File: src/rtl/keypad_scanner_pkg.sv
// Shared constants for the 4x4 matrix keypad scanner.
// Key indices are col*4 + row, so bit n of any 16-bit key map is key n.
package keypad_scanner_pkg;

    localparam int COLS = 4;
    localparam int ROWS = 4;

    // Column drive after reset: column 0 pulled low, others released.
    localparam logic [COLS-1:0] COL_RESET = 4'b1110;

    // Key index constants, named by their position in the scan order.
    localparam logic [3:0] KEY_0 = 4'd0;   // col 0, row 0
    localparam logic [3:0] KEY_1 = 4'd1;   // col 0, row 1
    localparam logic [3:0] KEY_2 = 4'd2;   // col 0, row 2
    localparam logic [3:0] KEY_3 = 4'd3;   // col 0, row 3
    localparam logic [3:0] KEY_4 = 4'd4;   // col 1, row 0
    localparam logic [3:0] KEY_5 = 4'd5;   // col 1, row 1
    localparam logic [3:0] KEY_6 = 4'd6;   // col 1, row 2
    localparam logic [3:0] KEY_7 = 4'd7;   // col 1, row 3
    localparam logic [3:0] KEY_8 = 4'd8;   // col 2, row 0
    localparam logic [3:0] KEY_9 = 4'd9;   // col 2, row 1
    localparam logic [3:0] KEY_A = 4'd10;  // col 2, row 2
    localparam logic [3:0] KEY_B = 4'd11;  // col 2, row 3
    localparam logic [3:0] KEY_C = 4'd12;  // col 3, row 0
    localparam logic [3:0] KEY_D = 4'd13;  // col 3, row 1
    localparam logic [3:0] KEY_E = 4'd14;  // col 3, row 2
    localparam logic [3:0] KEY_F = 4'd15;  // col 3, row 3

    // Index of the lowest set bit of a key map; 0 when the map is empty.
    function automatic logic [3:0] lowest_set(input logic [15:0] keys);
        logic [3:0] idx;
        idx = '0;
        for (int i = 15; i >= 0; i--) begin
            if (keys[i]) idx = 4'(i);
        end
        return idx;
    endfunction

endpackage

File: src/rtl/keypad_scanner_scan_pulse.sv
// scan_pulse: free-running divider for the keypad column scan.
// count runs 0..DIV-1 and wraps; tick is high for the single cycle at DIV-1.
module scan_pulse #(
    parameter int DIV = 100000
) (
    input  logic clk,
    input  logic rst_n,
    output logic tick
);

    localparam int CW = (DIV > 1) ? $clog2(DIV) : 1;
    localparam logic [CW-1:0] LAST = CW'(DIV - 1);

    logic [CW-1:0] count;

    // Divider counter, wrapping at DIV-1.
    always_ff @(posedge clk) begin
        if (!rst_n) begin
            count <= '0;
        end else if (count == LAST) begin
            count <= '0;
        end else begin
            count <= count + CW'(1);
        end
    end

    assign tick = (count == LAST);

endmodule

File: src/rtl/keypad_scanner.sv
// keypad_scanner: scans a 4x4 active-low matrix keypad one column at a time,
// debounces whole-matrix snapshots and reports new presses as key events.
// Optional build macro: KEYPAD_REPEAT_EN adds auto-repeat of the held key.
//
// Event interface: key_valid is a one-cycle pulse with no back-pressure;
// key_code is valid in that cycle and holds its value until the next event.
module keypad_scanner
    import keypad_scanner_pkg::*;
#(
    parameter int SCAN_DIV       = 100000,
    parameter int DEBOUNCE_SCANS = 4,
    parameter int REPEAT_DELAY   = 125,
    parameter int REPEAT_RATE    = 25
) (
    input  logic                 clk,
    input  logic                 rst_n,
    input  logic [ROWS-1:0]      row,
    output logic [COLS-1:0]      col,
    output logic [3:0]           key_code,
    output logic                 key_valid,
    output logic                 key_down,
    output logic [15:0]          keys_stable
);

    // Elaboration-time parameter sanity. Repeat timings are checked in every
    // build so toggling the repeat feature never changes the legal set.
    if (SCAN_DIV < 2) begin : g_bad_scan_div
        $error("keypad_scanner: SCAN_DIV must be >= 2");
    end
    if (DEBOUNCE_SCANS < 1) begin : g_bad_debounce
        $error("keypad_scanner: DEBOUNCE_SCANS must be >= 1");
    end
    if (REPEAT_DELAY < 1 || REPEAT_RATE < 1) begin : g_bad_repeat
        $error("keypad_scanner: REPEAT_DELAY and REPEAT_RATE must be >= 1");
    end

    localparam int SW = (DEBOUNCE_SCANS > 1) ? $clog2(DEBOUNCE_SCANS) : 1;
    localparam logic [SW-1:0] CNT_MAX = SW'(DEBOUNCE_SCANS - 1);

    // ------------------------------------------------------------------
    // Row synchronizer. Reset to all-released (rows are active-low) so a
    // freshly reset scanner never sees phantom presses.
    // ------------------------------------------------------------------
    logic [ROWS-1:0] row_meta;
    logic [ROWS-1:0] row_sync;

    // Two-flop synchronizer for the asynchronous row inputs.
    always_ff @(posedge clk) begin
        if (!rst_n) begin
            row_meta <= '1;
            row_sync <= '1;
        end else begin
            row_meta <= row;
            row_sync <= row_meta;
        end
    end

    // ------------------------------------------------------------------
    // Column scan
    // ------------------------------------------------------------------
    logic        tick;
    logic [1:0]  col_idx;
    logic [15:0] raw;
    logic        sweep_done;

    scan_pulse #(
        .DIV (SCAN_DIV)
    ) u_scan_pulse (
        .clk   (clk),
        .rst_n (rst_n),
        .tick  (tick)
    );

    // Sample the driven column's rows, then advance to the next column.
    // sweep_done marks the cycle after the last column has been captured.
    always_ff @(posedge clk) begin
        if (!rst_n) begin
            col_idx    <= '0;
            col        <= COL_RESET;
            raw        <= '0;
            sweep_done <= 1'b0;
        end else begin
            sweep_done <= tick && (col_idx == 2'd3);
            if (tick) begin
                raw[{col_idx, 2'b00} +: 4] <= ~row_sync;
                col_idx                    <= col_idx + 2'd1;
                col                        <= ~(4'b0001 << (col_idx + 2'd1));
            end
        end
    end

    // ------------------------------------------------------------------
    // Snapshot debounce
    // ------------------------------------------------------------------
    logic [15:0]   candidate;
    logic [SW-1:0] stable_cnt;
    logic          raw_match;
    logic          accept;
    logic [15:0]   new_keys;
    logic          press_pulse;
    logic          repeat_pulse;

    assign raw_match   = (raw == candidate);
    assign accept      = sweep_done && raw_match && (stable_cnt >= CNT_MAX) &&
                         (candidate != keys_stable);
    assign new_keys    = candidate & ~keys_stable;
    assign press_pulse = accept && (new_keys != 16'd0);

    // Track how many consecutive sweeps have repeated the candidate snapshot.
    always_ff @(posedge clk) begin
        if (!rst_n) begin
            candidate  <= '0;
            stable_cnt <= '0;
        end else if (sweep_done) begin
            if (raw_match) begin
                if (stable_cnt < CNT_MAX) stable_cnt <= stable_cnt + SW'(1);
            end else begin
                candidate  <= raw;
                stable_cnt <= '0;
            end
        end
    end

    // Publish accepted snapshots and key events.
    always_ff @(posedge clk) begin
        if (!rst_n) begin
            keys_stable <= '0;
            key_down    <= 1'b0;
            key_code    <= '0;
            key_valid   <= 1'b0;
        end else begin
            key_valid <= press_pulse || repeat_pulse;
            if (accept) begin
                keys_stable <= candidate;
                key_down    <= |candidate;
                if (new_keys != 16'd0) key_code <= lowest_set(new_keys);
            end
        end
    end

`ifdef KEYPAD_REPEAT_EN
    // ------------------------------------------------------------------
    // Auto-repeat of the reported key while it stays held.
    // ------------------------------------------------------------------
    localparam int RPT_MAX = (REPEAT_DELAY > REPEAT_RATE) ? REPEAT_DELAY : REPEAT_RATE;
    localparam int RW      = $clog2(RPT_MAX + 1);

    logic [RW-1:0] rpt_cnt;
    logic          rpt_first;
    logic [RW-1:0] rpt_target;
    logic          held;

    // The key counts as held by the snapshot that is current after this sweep.
    assign held         = accept ? candidate[key_code] : keys_stable[key_code];
    assign rpt_target   = rpt_first ? RW'(REPEAT_DELAY) : RW'(REPEAT_RATE);
    assign repeat_pulse = sweep_done && !press_pulse && held &&
                          (rpt_cnt + RW'(1) == rpt_target);

    // Count sweeps since the last report of the held key.
    always_ff @(posedge clk) begin
        if (!rst_n) begin
            rpt_cnt   <= '0;
            rpt_first <= 1'b1;
        end else if (sweep_done) begin
            if (press_pulse || !held) begin
                rpt_cnt   <= '0;
                rpt_first <= 1'b1;
            end else if (rpt_cnt + RW'(1) == rpt_target) begin
                rpt_cnt   <= '0;
                rpt_first <= 1'b0;
            end else begin
                rpt_cnt <= rpt_cnt + RW'(1);
            end
        end
    end
`else
    assign repeat_pulse = 1'b0;
`endif

endmodule

File: config.mk
export PLATFORM = sky130hd
export DESIGN_NAME = keypad_scanner
export DESIGN_NICKNAME = d
export VERILOG_FILES = /design/src/rtl/keypad_scanner_pkg.sv /design/src/rtl/keypad_scanner_scan_pulse.sv /design/src/rtl/keypad_scanner.sv
export SDC_FILE = /design/constraint.sdc
export NUM_CORES = 1
export LEC_CHECK = 0
export CAP_MARGIN = 20
export CORE_MARGIN = 8
export CORE_UTILIZATION = 32
export DETAILED_ROUTE_END_ITERATION = 8
export GPL_ROUTABILITY_DRIVEN = 0
export SETUP_SLACK_MARGIN = 0.05
export SLEW_MARGIN = 20
export SYNTH_ARGS = -nofsm -noshare
export SYNTH_HDL_FRONTEND = slang
export SYNTH_HIERARCHICAL = 1
export SYNTH_SLANG_ARGS = --single-unit
File: constraint.sdc
create_clock -name clk -period 6.02 [get_ports clk]
set_clock_uncertainty 0.15 [all_clocks]
set_input_delay 1.204 -clock clk [delete_from_list [all_inputs] [get_ports clk]]
set_output_delay 1.204 -clock clk [all_outputs]
set_load 0.005 [all_outputs]
# Word-level counts from Yosys, hierarchy flattened
# Cells that the tools add are included.
[word_totals]
ff_bits = 88
out_inout_bits = 26
word_cells = 63
[classes]
bitwise = 6
magnitude_cmp = 2
reduce_logical = 11
n_eq_ne = 5
n_addsub = 4
n_mux = 19
n_shift = 3
[op_table]
columns = ["cell", "n"]
rows = [
  ["two-way mux 4 bit", 16],
  ["adder 17 x 1 -> 17 bit, second input constant", 1],
  ["equality test 17 bit, second input constant", 1],
  ["bitwise AND 16 bit", 1],
  ["bitwise mux 16 bit", 1],
  ["equality test 16 bit", 1],
  ["!= test 16 bit", 1],
  ["inverter 16 bit", 1],
  ["nonzero test 16 bit", 1],
  ["OR reduction 16 bit", 1],
  ["variable shift 4 x 6 -> 16 bit, first input constant", 1],
  ["indexed part select 4 x 6 -> 16 bit", 1],
  ["inverter 4 bit", 2],
  ["negation 4 -> 6 bit", 1],
  ["AND reduction 2 bit", 3],
  ["logical AND 1 bit", 5],
  ["adder 2 x 1 -> 2 bit, second input constant", 2],
  ["two-way mux 2 bit", 2],
  ["<< shifter 1 x 2 -> 4 bit, first input constant", 1],
  ["equality test 2 bit, second input constant", 1],
  ["greater-or-equal comparator 2 bit, second input constant", 1],
  ["< comparator 2 bit, second input constant", 1],
  ["!= test 2 x 1 -> 1 bit, second input constant", 1],
  ["inverter 1 bit", 2],
  ["OR reduction 2 bit", 1],
]

# Depth between registers and ports, before layout
[logic_depth]
word_depth = 18
depth_mapped = 10
depth_no_buf = 9

# Cells and area by module
# Netlist, hierarchy kept.
[by_module_without_submodules]
columns = ["module", "area_each_um2", "instances", "cells_per_inst"]
rows = [
  ["keypad_scanner", 3334.4, 1, 368],
  ["scan_pulse", 788.3, 1, 87],
]

# Worst setup path after synthesis
# No wires, ideal clock.
[synth_path]
path_type = "reg2reg"
startpoint = "register u_scan_pulse.count[0]"
endpoint = "register raw[10]"
path_slack_ps = 3403
n_path_buf = 1
path_stages_with_launch = 11
synth_period_minus_slack_ps = 2617
setup_ps = 67
arrival_ps = 2400
cell_sequence = "dfxtp_1 -> ha_1 -> nand4_4 -> or2_4 -> nor3_1 -> buf_4 -> nand2_1 -> or4b_2 -> nor2_1 -> a21oi_1 -> nor2_1"
[synth_via]
elab_chain_cells = 1
[synth_lines]
columns = ["item", "line", "text"]
rows = [
  ["start, declared", "keypad_scanner_scan_pulse.sv:14", "logic [CW-1:0] count;"],
  ["start signal, assigned", "keypad_scanner_scan_pulse.sv:23", "count <= count + CW'(1);"],
  ["equality test 17 bit", "keypad_scanner_scan_pulse.sv:27", "assign tick = (count == LAST);"],
  ["named net tick", "keypad_scanner.sv:61", "logic tick;"],
  ["end signal, assigned by index", "keypad_scanner.sv:85", "raw[{col_idx, 2'b00} +: 4] <= ~row_sync;"],
  ["end, declared", "keypad_scanner.sv:63", "logic [15:0] raw;"],
]
# The timed path passes the listed nets, and every way through them passes these cells.
# A chain may end at the register's enable or synchronous reset.

# Worst setup path after layout
[layout_path]
startpoint = "register keys_stable[0]"
endpoint = "register key_code[3]"
[layout_via]
elab_chain_cells = 4
elab_cells_between_ends = 7
classes_between = "1 x eq/ne; 1 x mux; 2 x bitwise; 3 x reduce/logical"
[layout_lines]
columns = ["item", "line", "text"]
rows = [
  ["start, declared", "keypad_scanner.sv:22", "output logic [15:0] keys_stable"],
  ["start signal, assigned", "keypad_scanner.sv:134", "keys_stable <= candidate;"],
  ["inverter 16 bit", "keypad_scanner.sv:106", "assign new_keys = candidate & ~keys_stable;"],
  ["bitwise AND 16 bit", "keypad_scanner.sv:106", ""],
  ["nonzero test 16 bit", "keypad_scanner.sv:136", "if (new_keys != 16'd0) key_code <= lowest_set(new_keys);"],
  ["AND reduction 2 bit (no line)", "-", ""],
  ["end signal, assigned", "keypad_scanner.sv:136", ""],
  ["end, declared", "keypad_scanner.sv:19", "output logic [3:0] key_code,"],
]
# Parallel ways exist; a longest one is shown, timed or not.

==> impl_results.md <==
- Status: completed
- Crit-path max FO: 17
- N_diodes: 0
- Antenna viol nets, final: 0
- HP Class: register to register
- DRC: 0
- PwrDens: 240 nW/µm²
- Setup tns final: 0 ns
- Final Net Count: 513
- Post-synthesis cell count: 455
- Syn nets: 484
- Sequential area share after synthesis: 0.427
- Die X: 130 µm
- Most common cell after layout, fill and taps aside: dfxtp_1
- Antenna violations before repair: 0
- First-pass GRT wire length: 15.8 mm
- Seq pwr share: 0.504
- Mapped Area: 4120 µm²
- PostCTS Resize Cnt: 0
- Min Tclk post-route: 2.83 ns
- IO Pins: 32
- First-pass DRT Iterations: 5
- CTS Sinks: 88
- Clk_lat worst skew: 0.34 ns
- Synth area leader: dfxtp_1
- RSZ-0062 raised after global routing: false
- Buffers on Ports: 31
- Startpoint types: register
- Yosys reg bits: 88
- Most used DFF post-synth: dfxtp_1
- Clock slew at reported path FFs: 0.06 ns
- Root buffer cell: clkbuf_16
- Vias per cell: 4.92
- Post-synth top area share: 0.427
- Full die area: 16800 µm²
- MaxCap Viol Count: 0
- Largest family of logic cells by synthesized area: simple AND/OR/NAND/NOR gates
- Reg2Reg Depth: 8
- Worst setup EP type: register
- Simple-gate portion of the synthesized area: 0.220
- Comb power frac: 0.018
- Ranking of synthesized cells by area: dfxtp_1 (43%), ha_1 (7.0%), mux2i_1 (4.9%)
- Worst Hold Depth: 1
- Grt total ovfl: 0
- Vias in the first global route: 3162
- DR iter-0 viols: 294
- Psw: 0.000245 W
- F_max: 353 MHz
- Critical Path AT: 2.97 ns
- Internal: 0.000926 W
- H-tree Lvls: 3
- Ys async rst share: 0
- Gr usage total: 0.118
- CTS Hold Bufs: 0
- Critical R2R Launch: keys_stable[0]
- Compound-Gate Fraction of Synth Area: 0.117
- Buf/Inv on CP: 3
- Clock buffer count from CTS: 9
- Clock group share of total power: 0.478
- Setup Crit Path Kind: register to register
- Half-perimeter wire length after placement: 6.90 mm
- CTS tree: built
- Max Slew Vio Count: 0
- Transition time of the tightest slew-check pin: 0.844 ns
- P_leak: 1.91 nW
- Max stage delay on crit path: 0.82 ns
- Critical path's slowest cell: o41ai_2
- Most frequent cells in the layout: dfxtp_1 (88), nand2_1 (51), nor2_1 (49)
- Post-synthesis mux area share: 0.0486
- Largest net degree at the start of global routing: 68
- Critical path required time: 6.16 ns
- CP most frequent cell: inv_1
- Hold Violations, Final: 0
- Critical Path Stages: 8
- Layout Utilization: 0.387
- Post-Synth Adder-Cell Area: 0.0698
- Synth Area in XOR/XNOR: 0.0680
- Net Sw Frac: 0.209
- CORE AREA: 12600 µm²
- Tcrit/Tclk final: 0.471
- Slew margin rel.: 0.431
- Area Growth Syn to Fin: 18.4%
- HP Start: row_meta[0]
- Clock buffer depth: 2
- Yosys cell types: 53
- WL/cell: 14.2 µm
- DR vias: 3252
- Initial Util: 0.327
- Crit-path leading delay family: compound AO/OA/AOI/OAI gates
- WL final: 9.39 mm
- Worst vdd ir: 0.123 mV
- Ys Warns: 6
- Final setup viols: 0
- Post CTS Setup Buffer Count: 0
- Worst setup path start: keys_stable[0]
- Total power: 0.00117 W
- Number of flops mapped to enable cells by yosys: 0
- Critical path, cell by cell: inv_1, ha_1, nand4_1, o41ai_2, buf_4, inv_1, nand2_2, o221a_2
- Die Y: 130 µm
- Share of cells above drive strength 1: 0.0818
- Avg Inst Size Synth: 9.06 µm²
- Row count: 41
power groups by stage:
stage / registers, W / clock network (W) / logic (W)
after floorplan: 0.000601 / 0 / 0.0000166
after global placement: 0.000603 / 0 / 0.0000213
after detailed placement: 0.000603 / 0 / 0.0000214
after CTS: 0.000590 / 0.000571 / 0.0000214
after global routing: 0.000590 / 0.000592 / 0.0000241
final: 0.000590 / 0.000560 / 0.0000211
sequential cells by signal (all words and copies together), names as in the netlist:
register	cells
raw	16
row_meta	4
key_valid	1
row_sync	4
key_code	4
col	4
stable_cnt	2
candidate	16
key_down	1
col_idx	2
sweep_done	1
u_scan_pulse/count	17
keys_stable	16
path summary, 6_finish.rpt:
kind	slack (ns)	endpoint
worst min register to register	0.26	row_sync[0]
worst max-delay path	3.19	key_code[3]
worst max register to register	3.19	key_code[3]
worst min-delay path	0.26	row_sync[0]
metal layers:
metal | vias up | part of all wire | track usage
met5 | - | 0 | 0
met4 | 0 | 0.013 | 0.0362
met3 | 12 | 0.063 | 0.0394
met2 | 80 | 0.44 | 0.180
met1 | 1518 | 0.49 | 0.152
li1 | 1642 | - | -
layout make-up:
cell class / count / area [µm²]
timing repair buffer: 35 / 343
fill: 1286 / 7740
multi-input combinational: 324 / 2160
tap: 172 / 215
inverter: 26 / 97.6
clock inverter: 5 / 56.3
sequential: 88 / 1760
clock buffer: 11 / 243
per-stage QoR:
stage                     instance area [µm²]  hold slack (ns)  std cells  setup slack (ns)
after floorplan                          4120            0.236        455              3.40
after global placement                   4570            0.240        644              3.04
after detailed placement                 4570            0.248        644              2.93
after CTS                                4870            0.258        660              2.91
after global routing                     4880            0.280        661              2.96
final                                    4880            0.256        661              3.19
cells by family (layout without fill, tap and decap cells):
family | after synthesis | after routing
XOR/XNOR | 32 | 32
AND/OR/NAND/NOR | 177 | 177
multiplexers | 20 | 20
flip-flops | 88 | 88
adder cells (fa/ha/maj) | 23 | 23
buffers and inverters | 43 | 77
AO/OA/AOI/OAI | 72 | 72
synth_stat cells (8+ instances only):
master and number:
a21oi_1 15, dfxtp_1 88, ha_1 23, inv_1 25, mux2i_1 20, nand2_1 51, nand2b_1 11, nand3_1 8
nand4_1 10, nor2_1 49, nor3_1 10, nor4_1 14, o211ai_1 13, o21ai_0 17, o21ai_1 11, xnor2_1 12
xor2_1 20
No activity file was read; power rests on OpenSTA's default activity.
